### src/rtl/edge_event_arbiter.sv
// Turns N level request lines into sticky rising-edge events and shares one engine between them
// round-robin. Define EDGE_EVENT_TIMEOUT_EN to add the BUSY watchdog (timeout_err pulse).
module edge_event_arbiter #(
   parameter int N_REQ = 4,
`ifdef EDGE_EVENT_TIMEOUT_EN
   parameter int TO_WIDTH = 16,
   parameter int TO_CYCLES = 1000,
`endif
   localparam int SEL_W = (N_REQ > 1) ? $clog2(N_REQ) : 1
) (
   input  logic             clk,
   input  logic             rst,
   input  logic [N_REQ-1:0] req_sig,
   input  logic             eng_done,
   output logic             eng_start,
   output logic [SEL_W-1:0] eng_sel,
   output logic             busy,
   output logic [N_REQ-1:0] pending,
   output logic             overflow,
   output logic             timeout_err
);

   typedef enum logic {
      S_IDLE = 1'b0,
      S_BUSY = 1'b1
   } state_t;

   state_t           state_q, state_d;
   logic [N_REQ-1:0] req_dly_q;
   logic             done_dly_q;
   logic [N_REQ-1:0] pending_q, pending_d;
   logic [SEL_W-1:0] ptr_q, ptr_d;
   logic [SEL_W-1:0] sel_q, sel_d;
   logic             start_q, start_d;
   logic             busy_q, busy_d;
   logic             overflow_q, overflow_d;

   logic [N_REQ-1:0] req_edge;
   logic             done_edge;
   logic [N_REQ-1:0] grant_vec;
   logic [SEL_W-1:0] winner;
   logic [SEL_W-1:0] cand;
   logic             found;
   int               search_idx;

`ifdef EDGE_EVENT_TIMEOUT_EN
   localparam logic [TO_WIDTH-1:0] TO_LAST = TO_WIDTH'(TO_CYCLES - 1);
   logic [TO_WIDTH-1:0] wd_cnt_q, wd_cnt_d;
   logic                timeout_q, timeout_d;
`endif

   // Delay registers reset to ones, so a line already high at reset release is not an event.
   assign req_edge  = req_sig & ~req_dly_q;
   assign done_edge = eng_done & ~done_dly_q;

   // Round-robin search: first pending bit at or after the pointer, wrapping at N_REQ.
   always_comb begin
      found      = 1'b0;
      winner     = ptr_q;
      search_idx = 0;
      cand       = '0;
      for (int i = 0; i < N_REQ; i++) begin
         search_idx = (int'(ptr_q) + i) % N_REQ;
         cand       = SEL_W'(search_idx);
         if (!found && pending_q[cand]) begin
            found  = 1'b1;
            winner = cand;
         end else begin
            found = found;
         end
      end
   end

   // Next-state logic for the FSM, pending bits and registered outputs.
   always_comb begin
      state_d   = state_q;
      ptr_d     = ptr_q;
      sel_d     = sel_q;
      start_d   = 1'b0;
      grant_vec = '0;
`ifdef EDGE_EVENT_TIMEOUT_EN
      wd_cnt_d  = wd_cnt_q;
      timeout_d = 1'b0;
`endif
      case (state_q)
         S_IDLE: begin
            if (found) begin
               grant_vec[winner] = 1'b1;
               sel_d             = winner;
               start_d           = 1'b1;
               state_d           = S_BUSY;
               ptr_d             = (winner == SEL_W'(N_REQ - 1)) ? '0 : winner + 1'b1;
`ifdef EDGE_EVENT_TIMEOUT_EN
               wd_cnt_d          = '0;
`endif
            end else begin
               state_d = S_IDLE;
            end
         end
         S_BUSY: begin
            // A done edge wins over watchdog expiry on the same cycle.
            if (done_edge) begin
               state_d = S_IDLE;
`ifdef EDGE_EVENT_TIMEOUT_EN
            end else if (wd_cnt_q == TO_LAST) begin
               timeout_d = 1'b1;
               state_d   = S_IDLE;
            end else begin
               wd_cnt_d = wd_cnt_q + 1'b1;
            end
`else
            end else begin
               state_d = S_BUSY;
            end
`endif
         end
         default: begin
            state_d = S_IDLE;
         end
      endcase
      pending_d  = (pending_q & ~grant_vec) | req_edge;
      overflow_d = |(req_edge & pending_q & ~grant_vec);
      busy_d     = (state_d == S_BUSY);
   end

   // Core state and output registers.
   always_ff @(posedge clk or posedge rst) begin
      if (rst) begin
         state_q    <= S_IDLE;
         req_dly_q  <= '1;
         done_dly_q <= 1'b1;
         pending_q  <= '0;
         ptr_q      <= '0;
         sel_q      <= '0;
         start_q    <= 1'b0;
         busy_q     <= 1'b0;
         overflow_q <= 1'b0;
      end else begin
         state_q    <= state_d;
         req_dly_q  <= req_sig;
         done_dly_q <= eng_done;
         pending_q  <= pending_d;
         ptr_q      <= ptr_d;
         sel_q      <= sel_d;
         start_q    <= start_d;
         busy_q     <= busy_d;
         overflow_q <= overflow_d;
      end
   end

`ifdef EDGE_EVENT_TIMEOUT_EN
   // Watchdog counter and its error pulse.
   always_ff @(posedge clk or posedge rst) begin
      if (rst) begin
         wd_cnt_q  <= '0;
         timeout_q <= 1'b0;
      end else begin
         wd_cnt_q  <= wd_cnt_d;
         timeout_q <= timeout_d;
      end
   end

   assign timeout_err = timeout_q;
`else
   assign timeout_err = 1'b0;
`endif

   assign eng_start = start_q;
   assign eng_sel   = sel_q;
   assign busy      = busy_q;
   assign pending   = pending_q;
   assign overflow  = overflow_q;

endmodule

### config.mk
export PLATFORM = sky130hd
export DESIGN_NAME = edge_event_arbiter
export DESIGN_NICKNAME = d
export VERILOG_FILES = /design/src/rtl/edge_event_arbiter.sv
export SDC_FILE = /design/constraint.sdc
export NUM_CORES = 1
export LEC_CHECK = 0
export ABC_CLOCK_PERIOD_IN_PS = 4700
export CORE_MARGIN = 3
export CORE_UTILIZATION = 30
export CTS_BUF_LIST = sky130_fd_sc_hd__clkbuf_8 sky130_fd_sc_hd__clkbuf_16
export CTS_CLUSTER_SIZE = 20
export DETAILED_ROUTE_END_ITERATION = 8
export GPL_ROUTABILITY_DRIVEN = 1
export PLACE_DENSITY = 0.59
export SYNTH_ARGS = -nofsm -noshare
export SYNTH_HDL_FRONTEND = slang
export SYNTH_SLANG_ARGS = --single-unit
### constraint.sdc
create_clock -name clk -period 4.7 [get_ports clk]
set_input_delay 0.94 -clock clk [delete_from_list [all_inputs] [get_ports clk]]
set_output_delay 0.94 -clock clk [all_outputs]
set_load 0.02 [all_outputs]
* Word level (Yosys, flattened, before mapping) *
Cells that the tools add are included.

storage, ports and cells
  flip-flop bits (word level) = 16
  input port bits = 7
  word-level logic and storage cells = 62

operators by class
  add/subtract/negate cells = 4
  $lt $le $gt $ge = 6
  equal/unequal tests = 1
  muxes and demuxes = 24
  bitwise operators = 10
  reductions and logical operators = 9

operator list
  cell                 count
  $and 4x4->4          4
  $lt 2x3->1 const B   5
  $mux 1               12
  $bmux 1 s2           4
  $mux 2               4
  $mux 4               2
  $not 4->4            2
  $add 2x1->2 const B  2
  $add 2x2->2 const B  2
  $logic_and 1x1->1    4
  $or 4x4->4           1
  $reduce_or 4->1      1
  $logic_not 1->1      3
  $demux 1 s2          1
  $eq 2x2->1 const B   1
  $ge 2x1->1 const B   1
  $not 1->1            2
  $pmux 1 s2           1
  $reduce_and 2->1     1
  $and 1x1->1          1

* Longest topological paths before layout *
  depth in word-level cells = 21
  depth in mapped cells = 8
  depth with buffers taken out = 7

* Least setup slack after synthesis *
OpenSTA, ideal clock, no wires.

  path kind = flip-flop to flip-flop
  from = reg pending_q[0] (netlist: pending[0])
  to = reg ptr_q[1]
  setup time = 0.125 ns
  arrival = 1.728 ns
  required time = 4.575 ns
  setup slack = 2.848 ns
  stages on the path, launching flop included = 6
  period minus slack after synthesis = 1.852 ns
  path through = dfrtp_1 > nor2_1 > a2111oi_2 > nor2_1 > ha_1 > mux2_2

on the way
  word-level cells in the longest chain between the ends = 14

ends and longest elaborated chain
  element                                           RTL line  RTL
  start: declaration                                31        logic [N_REQ-1:0] pending_q, pending_d;
  start signal: assignment                          142       pending_q <= pending_d;
  $bmux 1 s2                                        65        if (!found && pending_q[cand]) begin
  $mux 1 (not written as such)                      65
  $mux 1                                            65
  $logic_not 1->1                                   65
  $logic_and 1x1->1                                 65
  $mux 1                                            65
  $logic_not 1->1                                   65
  $logic_and 1x1->1                                 65
  $mux 1                                            65
  $logic_not 1->1                                   65
  $logic_and 1x1->1                                 65
  $mux 2 (*)                                        65
  named net winner[1]                               41        logic [SEL_W-1:0] winner;
  $add 2x1->2 / $eq 2x2->1 (equally long branches)  92        ptr_d = (winner == SEL_W'(N_REQ - 1)) ? '0 : winner + 1'b1;
  $mux 2 (*)                                        92
  end signal: assignment                            143       ptr_q <= ptr_d;
  end: declaration                                  32        logic [SEL_W-1:0] ptr_q, ptr_d;

The timed path passes the listed nets; every way through them passes the cells marked *. The select of a mux whose other input is x is not followed.
A chain may end at the register's enable or synchronous reset.

* Final worst setup path *
  from = reg pending_q[1] (netlist: pending[1])
  to = out pending[1]

RTL lines
  element           RTL line  RTL
  end: declaration  18        output logic [N_REQ-1:0] pending,

No word-level cell between the ends.

==> impl_results.md <==
- Outcome: finished, final reports clean
- Setup TNS: 0 ns
- Post-CTS Setup Inserts: 0
- Final hold violations: 0
- Seq/Total Area, Yosys: 0.495
- Nets: between 100 and 150
- Final number of setup-violating endpoints: 0
- Leakage power: 0.000449 uW
- Hpwl dp: 1260 um
- Die height: ~60 um
- Placer Congestion: 0.799
- H-tree lvl count: 1
- Ys async rst share: 1.00
- Crit-path leading delay family: buffers and inverters
- CTS tree: yes
- P&R area growth vs syn: 26.8%
- Fin. max-slew vios: 0
- Wire length on met1: around 750 um
- Largest net degree at the start of global routing: 17
- RSZ-0062 raised after global routing: false
- CP Capture Type: primary output
- Vias in the first global route: 644
- Hold EP: eng_sel[1]
- Buf/Inv on CP: 1
- Clk Latency, worst-skew pair: 0.25 ns
- Max-slew headroom: 0.603
- Most frequent cell after synthesis: dfrtp_1
- R2R setup slack: 2.71 ns
- First-pass GRT wire length: 2940 um
- Share of layout cells above drive strength 1: 0.167
- Ys flop type: dfrtp_1
- Post-synth top area cell: dfrtp_1
- Post-Syn Instances: 74
- Starting Density: 0.323
- Min-Delay Startpoint: eng_sel[1]
- CTS Sinks: 16
- Fin crit share: 0.526
- Critical Path AT: ~1.5 ns
- Met3 Routed Length: 119 um
- CP startpoint kind: register
- CP Cell Sequence: clkdlybuf4s50_1
- Reg2reg path depth: 7
- Total track usage: 0.113
- CP Class: register to primary output
- Slowest stage delay, CP: 0.69 ns
- ANT cells: 0
- IO Pins: 17
- CTS Buf Count: 3
- EDFF count, synth: 0
- Final Util: 0.410
- Reg-to-Reg End: overflow
- Synth top area cells: dfrtp_1, dfstp_2, ha_1
- Met2 wire len: 789 um
- Clock skew: around 0.0013 ns
- Critical path's slowest cell: clkdlybuf4s50_1
- Hold Path Depth: 2
- Yosys warnings: 0
- Critical Path Fanout Max: 10
- Synth cell count leaders: dfrtp_1, inv_1, dfstp_2
- Routed Antenna Nets: 0
- Max-cap viol count: 0
- Post-cts sizing count: 0
- Mapped Area: 822 um2
- DRT iter0 DRCs: 8
- Vias: 588
- Core area: roughly 2500 um2
- Pwr dens: around 650 nW/um2
- Avg Cell Area, Syn: 11.1 um2
- CTS root buffer: clkbuf_8
- Post-DR wirelength/cell: between 10 and 15 um
- First-pass iteration count of the detailed router: 4
- Synth unique cells: 33
- Fillcell total: 260
- Die ar.: 3400 um2
- Remaining DRCs: 0
- Fmax achieved: 0.405 GHz
- Synth Register Bits: 16
- Minimum clock period: 2.47 ns
- Max Used Layer: met3
- Initial antenna violation count: 0
- Vias per inst: 4.90
- Hold Buf Count CTS: 0
- Critical R2R Launch: pending[1]
- Global route overflow: 0
- Share of the synthesized area in the top cell type: 0.335
- Port buffer count: 15
- Worst ir drop on vdd: 0.000384 V
- Required @ worst endpoint: between 3 and 4 ns
- Total Routed Length: 1660 um
- Row Count: 18
- Synth Net Count: 85
- Clk buf depth: 2
- Worst-Margin Slew: 0.595 ns
- Die Wd: 58.3 um
- Tightest Hold Check Type: register to register
- Clock-pin slew on the worst setup and hold paths: ~0.060 ns
==> cells by family (layout without fill, tap and decap cells) <==
| logic type | Yosys count | count (layout) | share of synthesized area |
|---|---|---|---|
| adder cells (fa/ha/maj) | 4 | 4 | 0.0609 |
| AND/OR/NAND/NOR | 22 | 22 | 0.190 |
| buffers and inverters | 12 | 28 | 0.0685 |
| multiplexers | 1 | 1 | 0.0137 |
| other | 1 | 1 | 0.00456 |
| AO/OA/AOI/OAI | 18 | 18 | 0.167 |
| flip-flops | 16 | 16 | 0.495 |
==> worst max-delay path by stage <==
| stage | start | endpoint | cells past startpoint |
|---|---|---|---|
| finish | pending[1] | pending[1] | 1 |
| detailed placement | pending[1] | pending[1] | 1 |
| CTS | pending[1] | pending[1] | 1 |
| global route | pending[1] | pending[1] | 1 |
| global placement | pending[1] | pending[1] | 1 |
| floorplan | pending[0] | ptr_q[1] | 5 |
==> area by class of cell <==
class                      count  area [um2]  share of cell area
clock buffer                   4        55.1              0.0528
inverter                       9        33.8              0.0324
multi-input combinational     46         359               0.345
sequential                    16         407               0.390
tap                           30        37.5              0.0360
timing repair buffer          15         150               0.144
==> layout by cell type, fill, tap and decap left out, drive strengths merged, types with 2 or more instances in the layout <==
cell / synthesis / layout
clkdlybuf4s50: 0 / 15
dfrtp: 11 / 11
inv: 9 / 9
dfstp: 5 / 5
nand2b: 4 / 4
nor2: 4 / 4
nand4: 4 / 4
ha: 4 / 4
clkbuf: 1 / 4
o21ai: 4 / 4
a21oi: 3 / 3
a22o: 3 / 3
nor2b: 2 / 2
nor3b: 2 / 2
==> per-layer routing <==
metal / vias to the layer above / global-route usage
met5: - / 0
met4: 0 / 0.0298
met3: 0 / 0.0526
met2: 17 / 0.183
met1: 282 / 0.134
li1: 289 / -
==> sequential cells by signal (all words and copies together) (netlist names) <==
name	count
pending	4
req_dly_q	4
eng_sel	2
ptr_q	2
busy	1
done_dly_q	1
eng_start	1
overflow	1
==> where the power goes <==
part	switching [uW]	internal, uW	total [uW]
sequential	77.3	179	257
combinational	149	146	295
clock	46.3	74.3	121
total	273	400	673
==> through the flow <==
step	cell area [um2]	total power (uW)	worst slack (ns)	hold slack, ns	instances
floorplan	822	451	2.85	0.498	74
global placement	987	546	2.54	0.514	116
detailed placement	987	556	2.50	0.513	116
CTS	1040	681	2.21	0.527	120
global route	1040	725	2.16	0.567	120
finish	1040	673	2.23	0.520	120
No activity file was read; power rests on OpenSTA's default activity.
